===== src/rtl/pipeline_fetch.sv =====
// pipeline_fetch: instruction-fetch stage owning the PC, a req/ack imem port, a one-word skid
// buffer and the IF/ID register. Define PSRV_FETCH_PERF_EN to add fetch/bubble perf counters.
module pipeline_fetch #(
  parameter logic [31:0] RESET_PC  = 32'h0000_0000,
  parameter logic [31:0] NOP_INSTR = 32'h0000_0013
) (
  input  logic        clk_i,
  input  logic        rst_i,
  input  logic        stall_i,
  input  logic        flush_i,
  input  logic [31:0] redirect_pc_i,
  output logic        imem_req_o,
  output logic [31:0] imem_addr_o,
  input  logic        imem_ack_i,
  input  logic [31:0] imem_data_i,
  output logic [31:0] instruction_o,
  output logic [31:0] pc_o,
  output logic [31:0] pcsrc_o,
  output logic        valid_o
`ifdef PSRV_FETCH_PERF_EN
  ,
  output logic [31:0] perf_fetch_cnt_o,
  output logic [31:0] perf_bubble_cnt_o
`endif
);

  typedef enum logic [1:0] {REQ, HOLD, DRAIN} state_t;

  state_t      state, state_nxt;
  logic [31:0] fetch_pc, fetch_pc_nxt;
  logic [31:0] pending_pc, pending_pc_nxt;
  logic [31:0] skid, skid_nxt;
  logic [31:0] instr_p1, pc_p1;
  logic        vld_p1;
  logic        load_p1, load_vld_p1;
  logic [31:0] load_instr_p1, load_pc_p1;
  logic        ack;
  logic [31:0] target;

  function automatic logic [31:0] word_align(input logic [31:0] a);
    return a & 32'hFFFF_FFFC;
  endfunction

  function automatic logic [31:0] next_pc(input logic [31:0] a);
    return a + 32'd4;
  endfunction

  assign target      = word_align(redirect_pc_i);
  assign imem_req_o  = (state != HOLD) & ~rst_i;
  assign imem_addr_o = word_align(fetch_pc);
  // An ack only means something while a request is actually on the port.
  assign ack         = imem_ack_i & imem_req_o;

  always_comb begin
    state_nxt      = state;
    fetch_pc_nxt   = fetch_pc;
    pending_pc_nxt = pending_pc;
    skid_nxt       = skid;
    load_p1        = 1'b0;
    load_vld_p1    = 1'b0;
    load_instr_p1  = instr_p1;
    load_pc_p1     = pc_p1;
    unique case (state)
      REQ: begin
        if (flush_i) begin
          load_p1 = 1'b1;
          if (ack) begin
            fetch_pc_nxt = target;
          end else begin
            pending_pc_nxt = target;
            state_nxt      = DRAIN;
          end
        end else if (ack) begin
          if (!stall_i) begin
            load_p1       = 1'b1;
            load_vld_p1   = 1'b1;
            load_instr_p1 = imem_data_i;
            load_pc_p1    = fetch_pc;
            fetch_pc_nxt  = next_pc(fetch_pc);
          end else begin
            skid_nxt  = imem_data_i;
            state_nxt = HOLD;
          end
        end else if (!stall_i) begin
          load_p1 = 1'b1;
        end
      end
      HOLD: begin
        if (flush_i) begin
          load_p1      = 1'b1;
          fetch_pc_nxt = target;
          state_nxt    = REQ;
        end else if (!stall_i) begin
          load_p1       = 1'b1;
          load_vld_p1   = 1'b1;
          load_instr_p1 = skid;
          load_pc_p1    = fetch_pc;
          fetch_pc_nxt  = next_pc(fetch_pc);
          state_nxt     = REQ;
        end
      end
      DRAIN: begin
        if (flush_i) begin
          load_p1        = 1'b1;
          pending_pc_nxt = target;
        end else if (!stall_i) begin
          load_p1 = 1'b1;
        end
        // The abandoned word is dropped; a redirect in the same cycle still wins.
        if (ack) begin
          fetch_pc_nxt = flush_i ? target : pending_pc;
          state_nxt    = REQ;
        end
      end
      default: state_nxt = REQ;
    endcase
  end

  // ---- IF/ID register (p1) and fetch control ----
  always_ff @(posedge clk_i or posedge rst_i) begin
    if (rst_i) begin
      state    <= REQ;
      fetch_pc <= RESET_PC;
      vld_p1   <= 1'b0;
      pc_p1    <= RESET_PC;
    end else begin
      state    <= state_nxt;
      fetch_pc <= fetch_pc_nxt;
      if (load_p1) begin
        vld_p1 <= load_vld_p1;
        pc_p1  <= load_pc_p1;
      end
    end
  end

  always_ff @(posedge clk_i) begin
    pending_pc <= pending_pc_nxt;
    skid       <= skid_nxt;
    if (load_p1) instr_p1 <= load_instr_p1;
  end

  assign valid_o       = vld_p1;
  assign instruction_o = vld_p1 ? instr_p1 : NOP_INSTR;
  assign pc_o          = pc_p1;
  assign pcsrc_o       = next_pc(pc_p1);

`ifdef PSRV_FETCH_PERF_EN
  always_ff @(posedge clk_i or posedge rst_i) begin
    if (rst_i) begin
      perf_fetch_cnt_o  <= 32'd0;
      perf_bubble_cnt_o <= 32'd0;
    end else if (load_p1) begin
      if (load_vld_p1) perf_fetch_cnt_o  <= perf_fetch_cnt_o + 32'd1;
      else             perf_bubble_cnt_o <= perf_bubble_cnt_o + 32'd1;
    end
  end
`endif

endmodule


===== config.mk =====
export PLATFORM = sky130hd
export DESIGN_NAME = pipeline_fetch
export DESIGN_NICKNAME = d
export VERILOG_FILES = /design/src/rtl/pipeline_fetch.sv
export SDC_FILE = /design/constraint.sdc
export NUM_CORES = 1
export LEC_CHECK = 0
export CORE_UTILIZATION = 50
export CTS_CLUSTER_DIAMETER = 200
export DETAILED_ROUTE_END_ITERATION = 16
export PLACE_DENSITY = 0.81
export SYNTH_ARGS = -nofsm -noshare
export SYNTH_HDL_FRONTEND = slang
export SYNTH_SLANG_ARGS = --single-unit

===== constraint.sdc =====
create_clock -name clk_i -period 9.7 [get_ports clk_i]
set_input_delay 0.97 -clock clk_i [delete_from_list [all_inputs] [get_ports clk_i]]
set_output_delay 0.97 -clock clk_i [all_outputs]
set_load 0.02 [all_outputs]

After elaboration in Yosys (flattened, before gate mapping):

Cells that the tools add are included.

* input bits: 69
* word-level logic and storage cells: 77
* register bits after elaboration: 163
* output and inout port bits: 130

* reductions and logical operators: 11
* bitwise operators: 4
* mux-type cells: 38
* equal/unequal tests: 15
* $add $sub $neg: 2

Operators by type and width (number)
* $mux W32: 19
* $pmux W32 S2: 3
* $pmux W32 S3: 1
* $add A32 B3 Y32 const B: 2
* $ne A2 B2 Y1 const B: 8
* $mux W2: 7
* $ne A3 B3 Y1 const B: 4
* $reduce_and A5 Y1: 2
* $reduce_and A7 Y1: 1
* $mux W1: 6
* $pmux W2 S3: 1
* $reduce_and A3 Y1: 2
* $reduce_and A4 Y1: 1
* $reduce_bool A2 Y1: 2
* $reduce_bool A3 Y1: 1
* $reduce_or A3 Y1: 1
* $and A1 B1 Y1: 2
* $eq A2 B1 Y1 const B: 1
* $eq A2 B2 Y1 const B: 1
* $logic_not A2 Y1: 1
* $ne A2 B1 Y1 const B: 1
* $not A1 Y1: 2
* $pmux W1 S2: 1

Logic depth before layout (Yosys ltp):

Gate-level depths: netlist of run 1.

* word-level depth: 6
* mapped depth: 8
* mapped depth without buffers: 6

Worst setup path before layout of run 1:

Ideal clock, no wire load.

* kind: input -> register
* from: in rst_i
* to: reg skid[0] (enable)
* path buffers: 0
* slack: 4.288 ns
* cell stages on the path: 3
* setup time: 0.463 ns
* arrival time: 4.949 ns
* required time: 9.237 ns
* path through: inv_1 > nand2_1 > nor3_1

* longest elaborated chain between the ends: 4

RTL lines
* start, declared: RTL line 8 `input logic rst_i,`
* $not A1 Y1: RTL line 49 `assign imem_req_o = (state != HOLD) & ~rst_i;`
* $and A1 B1 Y1: RTL line 49
* $and A1 B1 Y1: RTL line 52 `assign ack = imem_ack_i & imem_req_o;`
* $reduce_and A4 Y1 (no line)
* end signal, assigned: RTL line 138 `skid <= skid_nxt;`
* end, declared: RTL line 32 `logic [31:0] skid, skid_nxt;`

No other way between the ends.
A chain may end at the register's enable or synchronous reset.

Final worst setup path of run 1:

* from: reg pc_p1[2] (netlist: pc_o[2])
* to: out pcsrc_o[22]

* longest elaborated chain between the ends: 1

RTL lines
* start, declared: RTL line 33 `logic [31:0] instr_p1, pc_p1;`
* start signal, assigned: RTL line 131 `pc_p1 <= load_pc_p1;`
* $add A32 B3 Y32: RTL line 45 `return a + 32'd4;`
* end, declared: RTL line 18 `output logic [31:0] pcsrc_o,`

No other way between the ends.

==> metrics.cfg, run 1 <==
[synthesis]
ys.flop_type=edfxtp_1
synth_seq_area_share=0.556
syn_area_mm2=0.00820
yosysWarnings=0
synth_seq_cells=163
async_flop_share=0.411
syn_inst=693
synth-edff-count=96
synth_area_leaders=edfxtp_1, dfrtp_1, mux2_2
synth_cell_types=60
syn_area_per_cell_um2=11.8
synth_top_area_frac=0.351
synth_top_cell_by_area=edfxtp_1

[routing]
viasPerCell=5.66
drc=0
first_pass_iters=6
antenna_left=0
wl_mm=19.1
met1Wirelength_mm=8.16
wire_per_inst_um=17.8
vias=6082
top_layer=met4
wl_met3_mm=1.56
first_iter_violations=420
route.met2.wl_mm=8.79

[placed_design]
io_buffers=194
hpwlAfterDp_mm=13.5
place_inst=1041
pre_cts_slack_ns=6.10
routabilityCongestion=0.819

[run]
cap_violations=0

[clocking]
clockBufferDepth=2
cts_buffers=17
clkSinkCount=163
ctsHtreeMaxLevel=4
cts_setup_buffers=0
cts_tree=built
clk_latency_ns=0.42
cts_root_buf=clkbuf_16
path_clk_slew_ns=0.06
cts_resized=0
cts_hold_buf=0

[floorplan]
die_area_mm2=0.0169
die_h_um=130
ioPinCount=199
die_width_um=130
row_count=46
initial_core_util=0.514
core_area_mm2=0.0159

[critical_path]
r2r_end=fetch_pc[29]
startpoint=pc_o[2]
crit_fanout=6
critPathRequiredTime_ns=8.73
r2r-start=state[1]
path_class=flip-flop to output pin
reg2regPathDepth=5
start_kind=flip-flop
critical_path.endpoint=pcsrc_o[22]
cp.arrival_ns=3.05
reg2reg_slack_ns=6.81
end_kind=output pin

[finish]
fillers=1128
layout_commonest_cell=clkdlybuf4s50_1
instances_no_fill=1074
drive_gt1_frac=0.169
nets=915
syn2layout_area_growth_pct=29.8
mostFrequentLayoutCells=clkdlybuf4s50_1, edfxtp_1, mux2_2, dfrtp_1, nand2_1
multiInputGateArea_mm2=0.00318
final_util=0.668
regArea_mm2=0.00456

[global_routing]
grt_max_degree=69
grt_pass1_wl_mm=29.9
grt_pass1_vias=5813
grt_usage=0.232
antenna_found_initial=2
grt_remaining_overflow=0

[sta]
maxSlewViolCount=0
setup-tns-final_ns=0
rsz0062_at_grt=no
fin_crit_ns=4.02
setup_violations=0
fmax_mhz=248
min_period_over_period=0.415
fin_skew_ns=0.00762
hold_violations=0
worst_slew_pin_slew_ns=1.26
maxSlewHeadroom=0.154
setup_slack_ns=5.68

[pwr]
p_per_area_mw_per_mm2=222
cellLeakagePower_nw=3.87
power_mw=2.36
vdd_drop_max_v=0.000129

[worst_hold_path]
worstHoldPathType=flip-flop to flip-flop

[status]
outcome=finished, final reports clean

==> kinds of logic (layout without fill, tap and decap cells) <==
group,count (synthesis),in the layout,synth area share
compound gates,136,136,0.107
xor+xnor,29,29,0.0310
fa+ha+maj,2,2,0.00305
buf+inv,90,253,0.0592
flops,163,163,0.556
mux,87,87,0.119
other cells,1,3,0.000457
simple gates,185,185,0.124
==> power breakdown <==
group / total, mW / switching (mW) / internal (mW)
combinational: 0.744 / 0.366 / 0.377
clock: 0.623 / 0.287 / 0.336
sequential: 0.994 / 0.147 / 0.848
total: 2.36 / 0.800 / 1.56
==> synthesized netlist by cell type, types with 3 or more instances <==
cell type,instances
a211oi_1,4
a21oi_1,35
a22o_1,6
a22oi_1,14
a31oi_1,4
and2_1,30
and3_1,6
buf_1,3
buf_2,10
buf_4,34
clkbuf_1,24
dfrtp_1,67
edfxtp_1,96
inv_1,18
mux2_2,87
nand2_1,41
nand2b_1,5
nand3_1,23
nand3_4,3
nand4_1,11
nor2_1,29
nor2b_1,3
nor3_1,10
nor4_1,4
o211ai_1,3
o21ai_0,36
o22ai_1,7
o31a_1,9
or3_1,5
or4_1,3
xnor2_1,24
xor2_1,5
==> worst max-delay path, cell delays in order (launching register included) <==
cell             delay (ns)
dfrtp_1                0.43
ha_1                   0.25
nand4_1                0.17
nor4_1                 0.78
nand3_1                0.19
xnor2_1                0.18
clkdlybuf4s50_1        0.63
==> stage by stage <==
stage / hold WS [ns] / area [um2]
final: 0.515 / 10600
after global routing: 0.547 / 10600
after CTS: 0.516 / 10600
after detailed placement: 0.484 / 10100
after global placement: 0.483 / 10100
after floorplan: 0.462 / 8210
==> layout make-up <==
| cell class | instances | share of cell area |
|---|---|---|
| Clock inverter | 14 | 0.0114 |
| Antenna cell | 1 | 0.000235 |
| Tap cell | 216 | 0.0254 |
| Inverter | 18 | 0.00635 |
| Clock buffer | 18 | 0.0403 |
| Sequential cell | 163 | 0.428 |
| Timing Repair Buffer | 203 | 0.189 |
| Multi-Input combinational cell | 441 | 0.299 |
==> routing by layer <==
layer	track usage	vias up
li1	-	2858
met1	0.301	2924
met2	0.362	261
met3	0.0713	39
met4	0.0964	0
met5	0	-
==> state kept, by name, summed over array words and instances, names as in the netlist <==
register    cells
fetch_pc       32
instr_p1       32
pc_o           32
pending_pc     32
skid           32
state           2
valid_o         1
==> worst min path at each step <==
| stage | depth (start not counted) | from | endpoint |
|---|---|---|---|
| after CTS | 1 | fetch_pc[1] | fetch_pc[1] |
| after global routing | 1 | pending_pc[1] | fetch_pc[1] |
| after global placement | 1 | fetch_pc[0] | fetch_pc[0] |
| final | 1 | pending_pc[1] | fetch_pc[1] |
| after floorplan | 1 | fetch_pc[0] | fetch_pc[0] |
| after detailed placement | 1 | fetch_pc[0] | fetch_pc[0] |
(Power assumes the default switching activity.)
==> run 2: changes to the inputs <==
==> constraint.sdc (replaced) <==
create_clock -name clk_i -period 3.8 [get_ports clk_i]
set_input_delay 0.38 -clock clk_i [delete_from_list [all_inputs] [get_ports clk_i]]
set_output_delay 0.38 -clock clk_i [all_outputs]
set_load 0.02 [all_outputs]
==> metrics.cfg, run 2 (same netlist as run 1, synthesis figures left out) <==
[finish]
layout_commonest_cell=clkdlybuf4s50_1  ; unchanged
drive_gt1_frac=0.174  ; was 0.169
final_util=0.674  ; was 0.668
diodes=0  ; was 1
mostFrequentLayoutCells=clkdlybuf4s50_1, edfxtp_1, mux2_2, dfrtp_1, nand2_1  ; unchanged
syn2layout_area_growth_pct=31.0  ; was 29.8%
nets=919  ; was 915
fin_area_mm2=0.0107  ; was 0.0106 mm2

[worst_hold_path]
holdPathStages=1  ; unchanged
hp-start=fetch_pc[0]  ; was pending_pc[1]
worstHoldPathType=flip-flop to flip-flop  ; unchanged
hold_end=fetch_pc[0]  ; was fetch_pc[1]

[clocking]
clk_latency_ns=0.43  ; was 0.42 ns
cts_root_buf=clkbuf_16  ; unchanged
ctsHtreeMaxLevel=4  ; unchanged
cts_hold_buf=0  ; unchanged
clockBufferDepth=2  ; unchanged
clkSinkCount=163  ; unchanged
cts_buffers=17  ; unchanged
cts_tree=built  ; unchanged
cts_resized=0  ; unchanged
cts_setup_buffers=0  ; unchanged
path_clk_slew_ns=0.07  ; was 0.06 ns

[routing]
wl_mm=19.5  ; was 19.1 mm
antenna_left=0  ; unchanged
drc=0  ; unchanged
first_pass_iters=6  ; unchanged
vias=6147  ; was 6082
wire_per_inst_um=18.1  ; was 17.8 um
viasPerCell=5.71  ; was 5.66
first_iter_violations=361  ; was 420

[critical_path]
r2r-start=state[0]  ; was state[1]
cp_slowest_stage_delay_ns=0.62  ; was 0.78 ns
critPathRequiredTime_ns=3.42  ; was 8.73 ns
reg2regPathDepth=4  ; was 5
end_kind=output pin  ; unchanged
crit_path_top_delay_cell=clkdlybuf4s50_1  ; was nor4_1
r2r_end=fetch_pc[24]  ; was fetch_pc[29]
reg2reg_slack_ns=1.08  ; was 6.81 ns
cp_cell_sequence=nand3_1, or3_1, nor3_1, nand4_1, xnor2_1, clkdlybuf4s50_1  ; was ha_1, nand4_1, nor4_1, nand3_1, xnor2_1, clkdlybuf4s50_1
start_kind=flip-flop  ; unchanged
cp.arrival_ns=2.90  ; was 3.05 ns
crit_fanout=6  ; unchanged
path_class=flip-flop to output pin  ; unchanged

[global_routing]
grt_remaining_overflow=0  ; unchanged
grt_pass1_vias=5932  ; was 5813
grt_usage=0.236  ; was 0.232
antenna_found_initial=1  ; was 2
grt_pass1_wl_mm=30.4  ; was 29.9 mm
grt_max_degree=68  ; was 69

[sta]
fmax_mhz=305
setup_slack_ns=0.521  ; was 5.68 ns
maxSlewViolCount=0  ; unchanged
setup-tns-final_ns=0  ; unchanged
worst_slew_pin_slew_ns=1.31  ; was 1.26 ns
rsz0062_at_grt=no  ; unchanged
maxSlewHeadroom=0.125  ; was 0.154
hold_violations=0  ; unchanged
fin_crit_ns=3.28
min_period_over_period=0.863
setup_violations=0  ; unchanged
fin_skew_ns=0.00888  ; was 0.00762 ns

[pwr]
vdd_drop_max_v=0.000283  ; was 0.000129 V
p_per_area_mw_per_mm2=573  ; was 222 mW/mm2
cellLeakagePower_nw=3.91  ; was 3.87 nW
power_mw=6.16  ; was 2.36 mW

[run]
cap_violations=0  ; unchanged

[floorplan]
die_width_um=130  ; unchanged
core_area_mm2=0.0159  ; unchanged
die_h_um=130  ; unchanged
row_count=46  ; unchanged
die_area_mm2=0.0169  ; unchanged
ioPinCount=199  ; unchanged
initial_core_util=0.514  ; unchanged

[status]
outcome=finished, final reports clean  ; unchanged

[placed_design]
pre_cts_slack_ns=0.947  ; was 6.10 ns
routabilityCongestion=0.822  ; was 0.819
io_buffers=194  ; unchanged
hpwlAfterDp_mm=13.9  ; was 13.5 mm
post_dp_cell_area_mm2=0.0101  ; about the same

[run 2: changes by cell type in the layout (fill, tap and decap cells not counted), sizes merged]
cell / change
buf: +4
diode: -1
bufinv: +2
inv: -2
clkbuf: -1
clkinv: +1
[run 2: critical path, delay by kind of cell, from the launching register on]
family	cells	cell delay, ns
XOR/XNOR	1	0.16
buffers and inverters	1	0.62
flip-flops	1	0.46
AND/OR/NAND/NOR	4	1.24
[run 2: worst max path at each step]
| stage | startpoint | endpoint | slack (ns) |
|---|---|---|---|
| global placement | pc_o[4] | pcsrc_o[31] | 0.97 |
| floorplan | rst_i | pending_pc[0] | 0.26 |
| global route | pc_o[4] | pcsrc_o[19] | 0.20 |
| finish | pc_o[2] | pcsrc_o[19] | 0.52 |
| CTS | pc_o[2] | pcsrc_o[19] | 0.49 |
| detailed placement | pc_o[2] | pcsrc_o[19] | 0.95 |
[run 2: through the flow]
step	hold WS [ns]	cells
after global routing	0.527	1077
after floorplan	0.462	694
after global placement	0.481	1045
final	0.503	1077
after detailed placement	0.488	1045
after CTS	0.502	1077
[run 2: report_power, final]
group / leakage (nW) / internal (mW) / total, mW / switching [mW]
clock network: 0.294 / 0.986 / 1.72 / 0.730
logic: 1.89 / 0.965 / 1.90 / 0.937
registers: 1.73 / 2.16 / 2.54 / 0.377
total: 3.91 / 4.11 / 6.16 / 2.04
[run 2: layer usage]
layer  global-route usage  routed length (um)  vias to the layer above
met5                    0                  13                        -
met4               0.0999                 416                        2
met3               0.0640                1610                       28
met2                0.380                9510                      251
met1                0.301                7970                     3018
li1                     -                   -                     2848
[run 2: final cells by class]
| type | instances | area [um2] |
|---|---|---|
| Inverter | 18 | 71.3 |
| Clock inverter | 15 | 173 |
| Tap cell | 216 | 270 |
| Clock buffer | 17 | 425 |
| Timing Repair Buffer | 207 | 2050 |
| Multi-Input combinational cell | 441 | 3190 |
| Fill cell | 1106 | 5200 |
| Sequential cell | 163 | 4560 |
